[src/rtl/ccff_bitstream_loader.sv]
// ccff_bitstream_loader: streams 32-bit words MSB-first into a configuration chain with a gated shift enable.
// Define CCFF_LOADER_CHECK_EN to shift PREAMBLE ahead of the data and verify it at the chain tail.
module ccff_bitstream_loader #(
  parameter int unsigned CHAIN_LEN = 1024,
  parameter logic [31:0] PREAMBLE  = 32'hA5C3_3C5A
) (
  input  logic        i_prog_clk,
  input  logic        i_prog_reset_n,
  input  logic        i_start,
  input  logic [31:0] i_bit_data,
  input  logic        i_bit_valid,
  output logic        o_bit_ready,
  output logic        o_ccff_head,
  output logic        o_ccff_shift_en,
  input  logic        i_ccff_tail,
  output logic        o_busy,
  output logic        o_done,
  output logic        o_check_fail
);
`ifdef CCFF_LOADER_CHECK_EN
  localparam int unsigned PRE_LEN = 32;
`else
  localparam int unsigned PRE_LEN = 0;
`endif
  localparam int unsigned TOTAL = CHAIN_LEN + PRE_LEN;
  localparam int unsigned NW    = (CHAIN_LEN + 31) / 32;
  localparam int CW = $clog2(TOTAL + 2);
  localparam int WW = $clog2(NW + 2);
  localparam logic [CW-1:0] L_TOT  = CW'(TOTAL);
  localparam logic [CW-1:0] L_LAST = CW'(TOTAL - 1);
  typedef enum logic [1:0] {IDLE, PRE, LOAD, DONE} state_t;
  localparam state_t S_FIRST = (PRE_LEN != 0) ? PRE : LOAD;
  state_t r_state, w_state_nxt;
  logic [31:0]   r_sr, r_buf;
  logic [5:0]    r_sr_cnt;
  logic          r_buf_vld;
  logic [WW-1:0] r_words;
  logic [CW-1:0] r_cnt, w_iss;
  logic          r_head, r_shift_en, r_check_fail;
  logic          w_active, w_start, w_acc, w_issue, w_last, w_miss;
  assign w_active        = (r_state == PRE) || (r_state == LOAD);
  assign w_start         = i_start && ((r_state == IDLE) || (r_state == DONE));
  assign o_bit_ready     = w_active && !r_buf_vld && (r_words < WW'(NW));
  assign w_acc           = i_bit_valid && o_bit_ready;
  // bits already placed on the head: completed shifts plus the one in flight
  assign w_iss           = r_cnt + CW'(r_shift_en);
  assign w_issue         = w_active && (w_iss < L_TOT) && ((r_sr_cnt != 6'd0) || r_buf_vld);
  assign w_last          = r_shift_en && (r_cnt == L_LAST);
  assign o_ccff_head     = r_head;
  assign o_ccff_shift_en = r_shift_en;
  assign o_busy          = w_active;
  assign o_done          = r_state == DONE;
  assign o_check_fail    = r_check_fail;
`ifdef CCFF_LOADER_CHECK_EN
  localparam logic [CW-1:0] L_CHAIN = CW'(CHAIN_LEN);
  logic [CW-1:0] w_off;
  assign w_off  = r_cnt - L_CHAIN;
  // the preamble bit shifted (w_off+1)-th should be leaving the last flop now
  assign w_miss = r_shift_en && (r_cnt >= L_CHAIN) && (w_off < CW'(32)) && (i_ccff_tail != PREAMBLE[~w_off[4:0]]);
`else
  logic [31:0] w_unused;
  assign w_unused = PREAMBLE ^ {31'b0, i_ccff_tail};
  assign w_miss   = 1'b0;
`endif
  always_comb begin
    w_state_nxt = r_state;
    if (w_start) w_state_nxt = S_FIRST;
    else if (w_last) w_state_nxt = DONE;
    else if ((r_state == PRE) && w_issue && (r_sr_cnt == 6'd1)) w_state_nxt = LOAD;
  end
  always_ff @(posedge i_prog_clk or negedge i_prog_reset_n)
    if (!i_prog_reset_n) r_state <= IDLE;
    else r_state <= w_state_nxt;
  always_ff @(posedge i_prog_clk or negedge i_prog_reset_n)
    if (!i_prog_reset_n) begin
      r_sr         <= '0;
      r_buf        <= '0;
      r_sr_cnt     <= '0;
      r_buf_vld    <= 1'b0;
      r_words      <= '0;
      r_cnt        <= '0;
      r_head       <= 1'b0;
      r_shift_en   <= 1'b0;
      r_check_fail <= 1'b0;
    end else if (w_start) begin
      r_buf        <= '0;
      r_buf_vld    <= 1'b0;
      r_words      <= '0;
      r_cnt        <= '0;
      r_check_fail <= 1'b0;
`ifdef CCFF_LOADER_CHECK_EN
      r_sr         <= PREAMBLE << 1;
      r_sr_cnt     <= 6'd31;
      r_head       <= PREAMBLE[31];
      r_shift_en   <= 1'b1;
`else
      r_sr         <= '0;
      r_sr_cnt     <= '0;
      r_shift_en   <= 1'b0;
`endif
    end else begin
      r_shift_en <= w_issue;
      if (r_shift_en) r_cnt <= r_cnt + 1'b1;
      if (w_miss) r_check_fail <= 1'b1;
      if (w_acc) begin
        r_buf     <= i_bit_data;
        r_buf_vld <= 1'b1;
        r_words   <= r_words + 1'b1;
      end
      if (w_issue) begin
        if (r_sr_cnt != 6'd0) begin
          r_head <= r_sr[31];
          if ((r_sr_cnt == 6'd1) && r_buf_vld) begin
            r_sr      <= r_buf;
            r_sr_cnt  <= 6'd32;
            r_buf_vld <= 1'b0;
          end else begin
            r_sr     <= r_sr << 1;
            r_sr_cnt <= r_sr_cnt - 6'd1;
          end
        end else begin
          r_head    <= r_buf[31];
          r_sr      <= r_buf << 1;
          r_sr_cnt  <= 6'd31;
          r_buf_vld <= 1'b0;
        end
      end
    end
endmodule
[config.mk]
export PLATFORM = sky130hd
export DESIGN_NAME = ccff_bitstream_loader
export DESIGN_NICKNAME = d
export VERILOG_FILES = /design/src/rtl/ccff_bitstream_loader.sv
export SDC_FILE = /design/constraint.sdc
export NUM_CORES = 1
export LEC_CHECK = 0
export ABC_AREA = 1
export CAP_MARGIN = 15
export CORE_ASPECT_RATIO = 1.4
export CORE_UTILIZATION = 40
export DETAILED_ROUTE_END_ITERATION = 6
export RECOVER_POWER = 25
export SYNTH_ARGS = -nofsm -noshare
export SYNTH_HDL_FRONTEND = slang
export SYNTH_SLANG_ARGS = --single-unit
[constraint.sdc]
create_clock -name i_prog_clk -period 3.2 [get_ports i_prog_clk]
set_clock_uncertainty 0.2 [all_clocks]
set_input_delay 0.64 -clock i_prog_clk [delete_from_list [all_inputs] [get_ports i_prog_clk]]
set_output_delay 0.64 -clock i_prog_clk [all_outputs]
set_load 0.03 [all_outputs]
==> results of run 1 <==
[flip-flops by register name (all words and copies together) (netlist names)]
signal and flops:
r_cnt 11, r_buf_vld 1, o_ccff_head 1, r_buf 32, o_ccff_shift_en 1, r_sr_cnt 6
r_state 2, r_words 6, r_sr 32
[cells in the final DEF (no fill, tap or decap), drive strengths merged, types with 2 or more instances in the layout]
cell type and count:
nand2 205, nand3 109, dfrtp 92, inv 55
o21ai 45, clkdlybuf4s50 39, nor2 28, clkbuf 13
a21oi 11, buf 8, ha 6, nor3 5
xor2 3, bufinv 3, nand4 2
[metrics by stage]
step                area, sq um  setup WS [ps]  std cells
floorplan                  4670            777        600
global placement           5140            649        760
detailed placement         5140            646        760
CTS                        5490            267        776
global route               5480            219        776
finish                     5480            291        776
[layout make-up]
class	instances	area (sq um)	share of cell area, %
Clock inverter	4	95.1	1.74
Inverter	55	209	3.81
Timing Repair Buffer	48	455	8.31
Multi-Input combinational cell	421	1980	36.1
Tap cell	144	180	3.29
Sequential cell	92	2300	42.0
Clock buffer	12	256	4.68
[report_power, final]
group	switching, uW	internal [uW]	leakage (uW)
clock	436	805	0.000173
sequential	0	1160	0.00107
combinational	37.5	37.9	0.00129
[cells by family (layout without fill, tap and decap cells)]
| logic type | after synthesis | after routing | share of synthesized area (%) |
|---|---|---|---|
| XOR/XNOR | 4 | 4 | 0.750 |
| flip-flops | 92 | 92 | 49.3 |
| other | 1 | 1 | 0.0803 |
| AND/OR/NAND/NOR | 351 | 351 | 33.3 |
| adder cells (fa/ha/maj) | 6 | 6 | 1.61 |
| AO/OA/AOI/OAI | 59 | 59 | 6.48 |
| buffers and inverters | 87 | 119 | 8.46 |
[layer usage]
| layer | up-vias | track usage, % | wire [um] |
|---|---|---|---|
| li1 | 1962 | - | - |
| met1 | 1910 | 23.0 | 4690 |
| met2 | 69 | 35.3 | 5470 |
| met3 | 14 | 2.68 | 360 |
| met4 | 0 | 7.06 | 168 |
| met5 | - | 0 | 0 |
[worst min-delay path, cell delays in order (launching register included)]
cell,delay [ps]
dfrtp_1,340
nand2_1,50
nand2_1,50
[worst max-delay path by stage]
stage / start / to / slack (ps) / cells past startpoint
final: r_state[0] / o_bit_ready / 290 / 3
after global routing: r_state[0] / o_bit_ready / 220 / 3
after CTS: r_state[0] / o_bit_ready / 270 / 3
after detailed placement: r_state[0] / o_bit_ready / 650 / 3
after global placement: r_state[0] / o_bit_ready / 650 / 3
after floorplan: r_state[0] / o_bit_ready / 780 / 3
==> metrics.csv, run 1 <==
stage,metric,value,unit
logic_synthesis,synth_top_area_share,49.3,%
die,core,11300,sq um
clock_tree,cts.path.max_buffers,2,
logic_synthesis,syn_avg_cell_area,7.78,sq um
critical_path,crit_path_start_kind,flop,
clock_tree,clk_pin_slew,60,ps
hold_path,worstHoldStart,r_sr[20],
die,io_pins,43,
final_layout,fin_nets,670,
power_and_ir_drop,ir_drop,0.251,mV
route,wl_per_cell,13.8,um
critical_path,cp_top_family,buffers and inverters,
clock_tree,h-tree-depth,3,
critical_path,rr_startpoint,r_sr_cnt[0],
outcome,violations,"capacitance limit, slew limit",
timing,hold_slack,271,ps
critical_path,cp-end-kind,primary output,
hold_path,hold_depth,2,
placement,gp_congestion,0.762,
timing,period_share,90.9,%
logic_synthesis,ys_top_cells_by_area,"dfrtp_1, nand2_1, nand3_1, o21ai_0, inv_1",
clock_tree,cts_buffers,9,
timing,clock.fmax,344,MHz
logic_synthesis,synth_ff_type,dfrtp_1,
route,route.detailed.drc,0,
route,dr.pass1.iters,4,
die,die_x,93.3,um
timing,period_minus_slack,2910,ps
timing,rsz0062_at_grt,no,
critical_path,cpPeakStageDelay,700,ps
clock_tree,cts_setup_buffers,0,
outcome,status,"complete, but fails checks",
critical_path,crit_arrival,2070,ps
clock_tree,cts_tree,done,
timing,slew_viol_final,93,
clock_tree,clock_sinks,92,
final_layout,fill_cells,1110,
logic_synthesis,ys_top_cells_by_count,"nand2_1, nand3_1, dfrtp_1",
logic_synthesis,yosysMostFrequentCell,nand2_1,
logic_synthesis,yosysSeqAreaShare,49.3,%
hold_path,hold_end,r_sr[20],
route,vias,3955,
clock_tree,clk_latency,340,ps
timing,finalSetupViolCount,0,
power_and_ir_drop,totalPowerFinal,2480,uW
critical_path,path_cells,ha_1 -> nor3_4 -> clkdlybuf4s50_1,
logic_synthesis,synth_enable_flop_cells,0,
timing,slew_headroom,-37.3,%
critical_path,ff2ff_path_depth,8,
logic_synthesis,synth_cell_types,31,
logic_synthesis,syn_inst,600,
placement,place.port_buffers,40,
critical_path,worstPathRequired,2360,ps
global_route,grt_pass1_wl,18500,um
global_route,antenna_found_initial,0,
logic_synthesis,syn_area,4670,sq um
global_route,gr-usage-all-layers,19.3,%
die,die_height,130,um
critical_path,rrSetupSlack,720,ps
route,drtIter0Drc,220,
logic_synthesis,synth_top_cell_by_area,dfrtp_1,
final_layout,drive_gt1_share,7.44,%
final_layout,antenna_cells,0,
route,wl,10700,um
placement,dp_hpwl,6510,um
clock_tree,postCtsResizedCells,0,
critical_path,timing.rr.end,r_sr[31],
hold_path,min_path_type,reg -> reg,
critical_path,critPathBufInv,1,
clock_tree,ctsHoldBuffers,0,
die,std_cell_rows,46,
final_layout,syn_to_final_growth,17.3,%
route,ant_nets,0,
final_layout,final_core_util,48.3,%
logic_synthesis,ys_ff_latch,92,
die,die_area,12100,sq um
global_route,grt_max_degree,93,
route,vias_per_cell,5.10,
die,floorplan.initialDensity,41.2,%
power_and_ir_drop,p_per_area,453,nW/um^2
clock_tree,cts-root-buf,clkbuf_16,
flow_run,max_cap_viol_count,1,
timing,worst_pin_slew,2060,ps
logic_synthesis,syn_nets,643,
logic_synthesis,ys_warn_count,0,
global_route,grt-ovfl-total,0,
critical_path,worstSetupPathType,reg -> out,
global_route,grt_pass1_vias,4147,
critical_path,crit_slowest_cell,clkdlybuf4s50_1,
timing,hold_viol,0,
power_and_ir_drop,p_leak,0.00254,uW
critical_path,cp_max_fo,5,
timing,tns,0,ps
logic_synthesis,async_flop_share,100,%
(Power assumes the default switching activity.)
==> run 2: changes to the inputs <==
- CORE_MARGIN: unset -> 1
==> results of run 2 <==
The final DEF is identical to that of run 1; final timing and power are the same.
==> run 3: changes to the inputs <==
- CORE_UTILIZATION: 40 -> 62
- PLACE_DENSITY: unset -> 0.85
==> metrics.csv, run 3 (synthesized netlist as in run 1, its figures left out) <==
stage,metric,value,unit,change
placement,pre_cts_ws,658,ps,+12.1 ps
die,die_area,7890,sq um,-35%
critical_path,worstSetupPathType,reg -> out,,
critical_path,cp.depth,3,,unchanged
power_and_ir_drop,ir_drop,0.242,mV,-3.4%
timing,period_minus_slack,2920,ps,+6.45 ps
critical_path,rr_startpoint,r_sr_cnt[0],,
critical_path,crit_slowest_cell,clkdlybuf4s50_1,,
critical_path,endpoint,o_bit_ready,,
die,floorplan.initialDensity,63.9,%,+23 points
placement,gp_congestion,0.787,,+3.2%
critical_path,cp_max_fo,5,,unchanged
global_route,grt-ovfl-total,0,,unchanged
timing,hold_viol,0,,unchanged
global_route,gr-usage-all-layers,28.9,%,+9.6 points
clock_tree,clk_pin_slew,80,ps,+20 ps
clock_tree,cts_tree,done,,
global_route,grt_pass1_vias,4060,,-2.1%
placement,placed_area,5090,sq um,-0.95%
route,route.detailed.drc,0,,unchanged
final_layout,antenna_cells,0,,unchanged
flow_run,max_cap_viol_count,1,,unchanged
route,vias,4033,,+2.0%
power_and_ir_drop,clockPowerShare,38.7,%,-11 points
critical_path,timing.rr.end,r_sr[13],,
final_layout,mostFrequentLayoutCell,nand2_1,,
final_layout,fill_cells,593,,-47%
die,die_height,105,um,-19%
route,ant_nets,0,,unchanged
global_route,grt_pass1_wl,17600,um,-4.9%
route,wl,10100,um,-5.6%
die,io_pins,43,,unchanged
clock_tree,cts_buffers,9,,unchanged
critical_path,rrSetupSlack,840,ps,+120 ps
power_and_ir_drop,swShare,21.1,%,+2.0 points
power_and_ir_drop,sequentialPowerShare,57.6,%,+11 points
power_and_ir_drop,internal_power,1590,uW,-21%
critical_path,ff2ff_path_depth,7,,-1
clock_tree,cts_setup_buffers,0,,unchanged
timing,tns,0,ps,unchanged
hold_path,hold_depth,2,,unchanged
global_route,antenna_found_initial,0,,unchanged
timing,worst_pin_slew,2100,ps,+38.1 ps
timing,slew_viol_final,40,,-57%
power_and_ir_drop,power_frac_comb,3.7,%,+0.7 points
critical_path,worstPathRequired,2360,ps,about the same
power_and_ir_drop,p_per_area,381,nW/um^2,-16%
power_and_ir_drop,p_switching,425,uW,-10%
power_and_ir_drop,p_leak,0.00248,uW,-2.3%
critical_path,cp_top_family,buffers and inverters,,
die,die_x,75.4,um,-19%
critical_path,path_cells,ha_1 -> nor3_4 -> clkdlybuf4s50_1,,
outcome,violations,"capacitance limit, slew limit",,
placement,place.port_buffers,40,,unchanged
final_layout,drive_gt1_share,7.56,%,+0.12 points
clock_tree,postCtsResizedCells,0,,unchanged
clock_tree,ctsHoldBuffers,0,,unchanged
timing,finalWorstSetupSlack,284,ps,-6.45 ps
timing,slew_headroom,-39.9,%,-2.5 points
route,vias_per_cell,5.51,,+8.1%
final_layout,finalInstanceArea,5290,sq um,-3.4%
route,wl_per_cell,13.8,um,+0.11%
final_layout,syn_to_final_growth,13.2,%,
timing,rsz0062_at_grt,no,,
timing,finalSetupViolCount,0,,unchanged
die,std_cell_rows,37,,-20%
final_layout,fin_nets,673,,+0.45%
clock_tree,cts-root-buf,clkbuf_8,,
final_layout,largestRegisters,"r_buf: 32 flops, r_sr: 32 flops, r_cnt: 11 flops",,
die,core,7310,sq um,-35%
critical_path,cpPeakStageDelay,690,ps,about the same
placement,dp_hpwl,6550,um,+0.51%
route,drtIter0Drc,316,,+44%
clock_tree,h-tree-depth,3,,unchanged
critical_path,crit_start,r_state[0],,
critical_path,cp-end-kind,primary output,,
outcome,status,"complete, but fails checks",,
clock_tree,clock_sinks,92,,unchanged
critical_path,crit_path_start_kind,flop,,
timing,period_share,91.1,%,+0.20 points
global_route,grt_max_degree,40,,-57%
critical_path,critPathBufInv,1,,unchanged
critical_path,crit_arrival,2080,ps,about the same
route,dr.pass1.iters,5,,+1
clock_tree,cts.path.max_buffers,2,,unchanged
clock_tree,clk_latency,360,ps,+20 ps
timing,clock.fmax,343,MHz,-0.22%
hold_path,min_path_type,reg -> reg,,
final_layout,layout_common_cells,"nand2_1, nand3_1, dfrtp_1, inv_1, o21ai_0",,
==> run 3: stage by stage <==
step	hold WS [ps]	cells	total power [uW]	util [%]
floorplan	144	600	1190	-
global placement	255	716	1260	69.6
detailed placement	259	716	1260	69.6
CTS	45.4	732	2030	72.4
global route	297	732	2080	72.3
finish	277	732	2020	72.3
==> run 3: metal layers <==
metal	global-route usage, %	routed length (um)	up-vias
li1	-	-	1970
met1	36.9	4190	1903
met2	47.7	5180	143
met4	12.2	222	0
met5	0	0	-
met3	4.73	494	17
==> run 3: layout make-up <==
class	instances	area [sq um]	share of cell area, %
well taps	97	121	2.29
multi-input cells	421	1980	37.4
repair buffers	51	477	9.01
clock buffers	16	200	3.79
inverters	55	209	3.95
flip-flops and latches	92	2300	43.5
==> run 3: power by group through the flow <==
stage,sequential [uW],clock [uW],combinational (uW)
after global routing,1160,836,83.9
after global placement,1180,0,76.7
after floorplan,1180,0,8.57
after detailed placement,1180,0,77.1
after CTS,1160,792,77.4
final,1160,780,75.0
==> run 3: how the worst min path moves through the flow <==
stage,startpoint,to
floorplan,i_prog_reset_n,o_ccff_head
global placement,r_sr[20],r_sr[20]
detailed placement,r_sr[23],r_sr[23]
CTS,i_prog_reset_n,r_buf[17]
global route,r_sr[9],r_sr[9]
finish,r_sr[1],r_sr[1]
==> run 3: worst min-delay path: stages (launching register included) <==
cell,delay (ps)
dfrtp_1,350
nand2_1,50
nand2_1,50
